[src/rtl/instruction_fetch_pkg.sv]
// instruction_fetch_pkg: shared state encoding, IF/ID record and defaults for the fetch stage.
package instruction_fetch_pkg;

    typedef enum logic [2:0] {S_IDLE, S_FETCH, S_HOLD, S_KILL, S_ERR} state_t;

    typedef struct packed {
        logic [31:0] pc;
        logic [31:0] inst;
        logic        valid;
        logic        adel;
    } if_id_t;

    localparam logic [31:0] DEF_RESET_VECTOR = 32'hBFC0_0000;
    localparam logic [31:0] DEF_NOP_INST     = 32'h0000_0000;

    function automatic logic misaligned(input logic [31:0] pc);
        return pc[1:0] != 2'b00;
    endfunction

endpackage

[src/rtl/instruction_fetch.sv]
// instruction_fetch: PC register and IF stage feeding IF/ID over a req/ack instruction bus,
// with hold buffer for stalled acks, wrong-path kill, redirects and misaligned-PC marking.
module instruction_fetch
    import instruction_fetch_pkg::*;
#(
    parameter logic [31:0] RESET_VECTOR = DEF_RESET_VECTOR,
    parameter logic [31:0] NOP_INST     = DEF_NOP_INST
) (
    input  logic        clk,
    input  logic        rst,
    input  logic        i_stall,
    output logic [31:0] o_pc,
    input  logic [31:0] i_bp_next_pc,
    input  logic        i_bp_flush,
    input  logic        i_exc_flush,
    input  logic [31:0] i_exc_vector,
    output logic        o_ibus_req,
    output logic [31:0] o_ibus_addr,
    input  logic        i_ibus_ack,
    input  logic [31:0] i_ibus_data,
    output logic        o_if_stall,
    output logic [31:0] o_id_pc,
    output logic [31:0] o_id_inst,
    output logic        o_id_valid,
    output logic        o_id_exc_adel
);

    state_t      r_state, w_state;
    logic [31:0] r_pc, w_pc;
    logic [31:0] r_kill_addr;
    logic [31:0] r_hold_pc, w_hold_pc;
    logic [31:0] r_hold_data, w_hold_data;
    logic        r_hold_valid, w_hold_valid;
    logic        r_err_sent, w_err_sent;
    logic        w_fetch_req, w_accept;
    if_id_t      r_id, w_id, w_bubble;

    assign w_fetch_req = r_state == S_FETCH && !misaligned(r_pc);
    assign o_ibus_req  = w_fetch_req || r_state == S_KILL;
    assign o_ibus_addr = r_state == S_KILL ? r_kill_addr : {r_pc[31:2], 2'b00};
    assign o_if_stall  = !w_accept;
    assign o_pc        = r_pc;
    assign o_id_pc       = r_id.pc;
    assign o_id_inst     = r_id.inst;
    assign o_id_valid    = r_id.valid;
    assign o_id_exc_adel = r_id.adel;

    always_comb begin
        w_bubble     = '{pc: r_id.pc, inst: NOP_INST, valid: 1'b0, adel: 1'b0};
        w_state      = r_state;
        w_pc         = r_pc;
        w_id         = r_id;
        w_hold_pc    = r_hold_pc;
        w_hold_data  = r_hold_data;
        w_hold_valid = r_hold_valid;
        w_err_sent   = r_err_sent;
        w_accept     = 1'b0;
        case (r_state)
            S_IDLE: begin
                w_state = S_FETCH;
                if (!i_stall) w_id = w_bubble;
            end
            S_FETCH: begin
                if (misaligned(r_pc)) begin
                    w_state    = S_ERR;
                    w_err_sent = 1'b0;
                    if (!i_stall) w_id = w_bubble;
                end else if (i_ibus_ack && !i_stall) begin
                    w_id     = '{pc: r_pc, inst: i_ibus_data, valid: 1'b1, adel: 1'b0};
                    w_pc     = i_bp_next_pc;
                    w_accept = 1'b1;
                end else if (i_ibus_ack) begin
                    // ID is stalled: park the word so the bus transaction can complete
                    w_hold_pc    = r_pc;
                    w_hold_data  = i_ibus_data;
                    w_hold_valid = 1'b1;
                    w_state      = S_HOLD;
                end else if (!i_stall) begin
                    w_id = w_bubble;
                end
            end
            S_HOLD: begin
                if (!i_stall) begin
                    w_id         = '{pc: r_hold_pc, inst: r_hold_data, valid: r_hold_valid, adel: 1'b0};
                    w_hold_valid = 1'b0;
                    w_pc         = i_bp_next_pc;
                    w_accept     = 1'b1;
                    w_state      = S_FETCH;
                end
            end
            S_KILL: begin
                if (i_ibus_ack) w_state = S_FETCH;
                if (!i_stall) w_id = w_bubble;
            end
            S_ERR: begin
                if (!i_stall) begin
                    w_id       = r_err_sent ? w_bubble : '{pc: r_pc, inst: NOP_INST, valid: 1'b1, adel: 1'b1};
                    w_err_sent = 1'b1;
                end
            end
            default: w_state = S_IDLE;
        endcase
        // Redirects win over stall; an unacked request must still be seen through in KILL
        if (i_exc_flush || i_bp_flush) begin
            w_pc         = i_exc_flush ? i_exc_vector : i_bp_next_pc;
            w_id         = w_bubble;
            w_hold_valid = 1'b0;
            w_accept     = 1'b0;
            w_state      = (o_ibus_req && !i_ibus_ack) ? S_KILL : S_FETCH;
        end
    end

    always_ff @(posedge clk) begin
        if (rst) begin
            r_state      <= S_IDLE;
            r_pc         <= RESET_VECTOR;
            r_kill_addr  <= 32'h0;
            r_hold_pc    <= 32'h0;
            r_hold_data  <= NOP_INST;
            r_hold_valid <= 1'b0;
            r_err_sent   <= 1'b0;
            r_id         <= '{pc: 32'h0, inst: NOP_INST, valid: 1'b0, adel: 1'b0};
        end else begin
            r_state      <= w_state;
            r_pc         <= w_pc;
            r_kill_addr  <= o_ibus_addr;
            r_hold_pc    <= w_hold_pc;
            r_hold_data  <= w_hold_data;
            r_hold_valid <= w_hold_valid;
            r_err_sent   <= w_err_sent;
            r_id         <= w_id;
        end
    end

endmodule

[config.mk]
export PLATFORM = sky130hd
export DESIGN_NAME = instruction_fetch
export DESIGN_NICKNAME = d
export VERILOG_FILES = /design/src/rtl/instruction_fetch_pkg.sv /design/src/rtl/instruction_fetch.sv
export SDC_FILE = /design/constraint.sdc
export NUM_CORES = 1
export LEC_CHECK = 0
export ABC_AREA = 0
export BUFFER_PORTS_ARGS = -buffer_cell sky130_fd_sc_hd__buf_2
export CAP_MARGIN = 20
export CORE_UTILIZATION = 47
export CTS_CLUSTER_DIAMETER = 50
export DETAILED_ROUTE_END_ITERATION = 8
export PLACE_DENSITY = 0.85
export REMOVE_ABC_BUFFERS = 1
export SLEW_MARGIN = 20
export SYNTH_ARGS = -nofsm -noshare
export SYNTH_HDL_FRONTEND = slang
export SYNTH_SLANG_ARGS = --single-unit
export TNS_END_PERCENT = 30
[constraint.sdc]
create_clock -name clk -period 2.2 [get_ports clk]
set_clock_uncertainty 0.1 [all_clocks]
set_input_delay 0.55 -clock clk [delete_from_list [all_inputs] [get_ports clk]]
set_output_delay 0.55 -clock clk [all_outputs]
set_load 0.02 [all_outputs]
==> reports/qor.yml <==
timing:
  finalSetupViolations: 50
  max_clock_freq_ghz: 0.410
  hold_viol: 0
  worst_pin_slew_ns: 0.657
  final_critical_path_setup_slack_ns: -0.238
  rsz0062_at_grt: "true"
  timing.final.max_slew_violations: 0
  final_clock_period_utilization_by_the_worst_path: 1.11
  max-slew-margin-rel: 0.562
  layout_min_cycle_time_ns: 2.44
  fin_hold_ws_ns: 0.263
min_path:
  hold_path_startpoint: "i_ibus_data[4]"
  hold_path.class: "in -> reg"
  timing.hold.worst_path_depth: 3
pwr:
  p_leak_nw: 4.31
  power.internal_mw: 5.81
  clockPowerShare: 0.386
  pwr_density_cell_nw_per_um2: 737
  peakVddDrop_mv: 0.570
  seq_power_share: 0.480
  p_sw_mw: 2.17
  combinationalPowerShare: 0.135
  switching_share: 0.272
floorplanning:
  die_w_um: 134
  start_util: 0.478
  design.core.area_um2: 17200
  die_outline_area_um2: 18100
  height_of_the_chip_um: 134
  floorplan.io_pins: 234
  rows: 48
setup_path:
  worstSetupStartpointType: "flop"
  worst_r2r_endpoint: "o_id_pc[15]"
  timing_worst_setup_path_type: "reg -> out"
  data_arrival_at_the_endpoint_of_the_critical_path_ns: 1.79
  launch_point_of_the_worst_reg_to_reg_path: "r_state[0]"
  critPathCapture: "o_ibus_addr[30]"
  count_of_cells_along_the_worst_register_to_register_path: 7
  r2r_slack_ns: -0.04
  setup.worst_path.end_class: "output port"
  worst_path_required_ns: 1.55
  timing.critical_path.fanout_max: 8
  critical_path.startpoint: "r_state[0]"
clock_tree:
  cts.reportedPaths.clkPinSlew_ns: 0.07
  sink_count_of_the_clock_tree: 199
  insertion_delay_ns: 0.42
  ctsRootBufferMaster: "sky130_fd_sc_hd__clkbuf_16"
  cts_htree_levels: 4
  cts_tree: "built"
  tritoncts.num_buffers: 17
  post_cts_hold_buffer_count: 0
  max-clock-path-buffers: 2
global_routing:
  grt_first_pass_wirelength_mm: 36.5
  track_usage: 0.255
  grt_antenna_before_repair: 1
  grt_max_degree: 145
  grt-ovfl-total: 0
  grt_pass1_vias: 7185
synthesis:
  area_share_of_the_leading_cell_type_in_the_synthesized_netlist: 0.484
  synthesis.area_um2: 8240
  synth.avg_cell_area_um2: 9.55
  synth-seq-area-share: 0.484
  most_area_hungry_cell_type_in_the_yosys_netlist: "sky130_fd_sc_hd__dfxtp_1"
  synthDistinctLibCells: 41
  ys_dominant_reg_cell: "sky130_fd_sc_hd__dfxtp_1"
  syn_inst: 863
  yosysMostFrequentCell: "sky130_fd_sc_hd__dfxtp_1"
  synth.cells.most_frequent: "sky130_fd_sc_hd__dfxtp_1, sky130_fd_sc_hd__nand2_1, sky130_fd_sc_hd__a21oi_1"
  number_of_flops_mapped_to_enable_cells_by_yosys: 0
  postSynth.asyncResetShare: 0
  synth_seq_cells: 199
  synthesis.yosys.warnings: 0
  synth.area.top_cells: "sky130_fd_sc_hd__dfxtp_1, sky130_fd_sc_hd__nand2_1, sky130_fd_sc_hd__a211oi_1"
route:
  drt_wirelength_mm: 23.3
  postRouteAntennaNets: 0
  drt-wirelength-per-cell_um: 17.6
  drcViolationCount: 0
  vias_per_cell: 5.69
  drt_pre_antenna_iters: 7
  drtIter0Drc: 452
  routed-via-count: 7551
layout:
  post_layout_nonfiller_instances: 1326
  layout.nets: 1190
  drive_gt1_frac: 0.366
  summed_area_of_non_filler_cells_in_the_final_layout_um2: 10800
  area_delta_synth_final_pct: 31.3
placed_design:
  routabilityCongestion: 0.848
  postPlaceCellArea_um2: 9900
  numPlacedInstances: 1284
  dpl.hpwl_mm: 14.6
  buffer_ports.inserted: 233
run_status:
  failed_checks: "negative setup slack"
  outcome: "finished with violations"
run:
  max-cap-violations: 0
-- critical path, cell delays in order, from the launching register on --
cell and delay [ns]:
sky130_fd_sc_hd__dfxtp_2 0.32, sky130_fd_sc_hd__nor2b_4 0.13, sky130_fd_sc_hd__nand2_4 0.12, sky130_fd_sc_hd__buf_12 0.14
sky130_fd_sc_hd__buf_16 0.14, sky130_fd_sc_hd__mux2_2 0.34, sky130_fd_sc_hd__buf_2 0.16
-- power groups by stage --
stage	combinational, mW	clock (mW)	sequential [mW]
2_1_floorplan	0.443	0	3.95
6_report	1.07	3.07	3.82
3_3_place_gp	0.970	0	3.90
4_1_cts	1.05	3.15	3.82
3_5_place_dp	0.990	0	3.91
5_1_grt	1.15	3.29	3.84
-- metrics by stage --
step                total power [mW]  utilization  setup slack, ns  TNS [ns]
floorplan                       4.39            -            -2.89   -276.12
detailed placement              4.90        0.575           -0.173    -15.75
global route                    8.28        0.627           -0.289     -8.97
global placement                4.87        0.575           -0.142    -13.12
finish                          7.97        0.627           -0.238     -6.27
CTS                             8.02        0.622           -0.278     -7.77
-- layer usage --
| metal | vias to the layer above | track usage | routed length, µm |
|---|---|---|---|
| met1 | 3596 | 0.306 | 9630 |
| met5 | - | 0 | 0 |
| met3 | 42 | 0.0586 | 1770 |
| met2 | 325 | 0.442 | 11500 |
| li1 | 3588 | - | - |
| met4 | 0 | 0.0980 | 472 |
-- state kept, by name, indices dropped and copies added, names as in the netlist, named ones only --
| signal | count |
|---|---|
| o_id_exc_adel | 1 |
| o_id_inst | 32 |
| o_id_pc | 32 |
| o_pc | 32 |
| r_err_sent | 1 |
| r_hold_data | 32 |
| r_hold_pc | 32 |
| r_hold_valid | 1 |
| r_kill_addr | 32 |
| r_state | 3 |
-- logic make-up (layout without fill, tap and decap cells) --
family | count (synthesis) | after routing | synth area share
other cells | 0 | 1 | 0
buf+inv | 86 | 323 | 0.0480
flops | 199 | 199 | 0.484
simple gates | 269 | 269 | 0.151
compound gates | 255 | 255 | 0.248
mux | 54 | 54 | 0.0702
-- how the worst min path moves through the flow --
stage / end / slack (ns)
after detailed placement: r_hold_pc[6] / 0.35
after CTS: r_hold_data[4] / 0.25
final: r_hold_data[4] / 0.26
after floorplan: r_hold_data[0] / 0.33
after global placement: r_hold_data[14] / 0.34
after global routing: r_hold_data[31] / 0.25
-- placed cells by master (no fill, tap or decap), types with 3 or more instances in the layout --
cell / Yosys / layout
sky130_fd_sc_hd__buf_2: 28 / 215
sky130_fd_sc_hd__dfxtp_1: 199 / 195
sky130_fd_sc_hd__nand2_1: 160 / 159
sky130_fd_sc_hd__a21oi_1: 78 / 77
sky130_fd_sc_hd__a211oi_1: 69 / 69
sky130_fd_sc_hd__nor2b_1: 42 / 41
sky130_fd_sc_hd__buf_4: 2 / 39
sky130_fd_sc_hd__a222oi_1: 32 / 32
sky130_fd_sc_hd__a22oi_1: 32 / 32
sky130_fd_sc_hd__o2bb2ai_2: 30 / 30
sky130_fd_sc_hd__nor2_1: 28 / 28
sky130_fd_sc_hd__mux2_2: 30 / 26
sky130_fd_sc_hd__mux2i_1: 24 / 24
sky130_fd_sc_hd__buf_12: 0 / 18
sky130_fd_sc_hd__clkbuf_16: 0 / 17
sky130_fd_sc_hd__buf_6: 4 / 15
sky130_fd_sc_hd__nor3_1: 12 / 12
sky130_fd_sc_hd__nor3b_1: 6 / 5
sky130_fd_sc_hd__inv_6: 0 / 5
sky130_fd_sc_hd__mux2_4: 0 / 4
sky130_fd_sc_hd__nand2b_1: 3 / 3
sky130_fd_sc_hd__o21ai_0: 3 / 3
sky130_fd_sc_hd__clkinvlp_4: 0 / 3
sky130_fd_sc_hd__buf_16: 0 / 3
sky130_fd_sc_hd__dfxtp_2: 0 / 3
-- final cells by class --
type                       instances  area [µm²]
fill                            1369        6420
sequential                       199        3990
multi-input combinational        578        3980
timing repair buffer             290        1980
clock buffer                      18         439
tap                              225         282
clock inverter                    13         138
inverter                           2        7.51
antenna                            1        2.50
-- timing repair --
item / CTS / global route
gates cloned: 3 / 0
endpoints found under the setup margin: 31 / 32
endpoints found under the hold margin: 0 / 0
pin swaps: 1 / 3
setup buffers: 4 / 4
resized for setup: 38 / 20
Note: power is estimated with default switching activity, not from simulation.
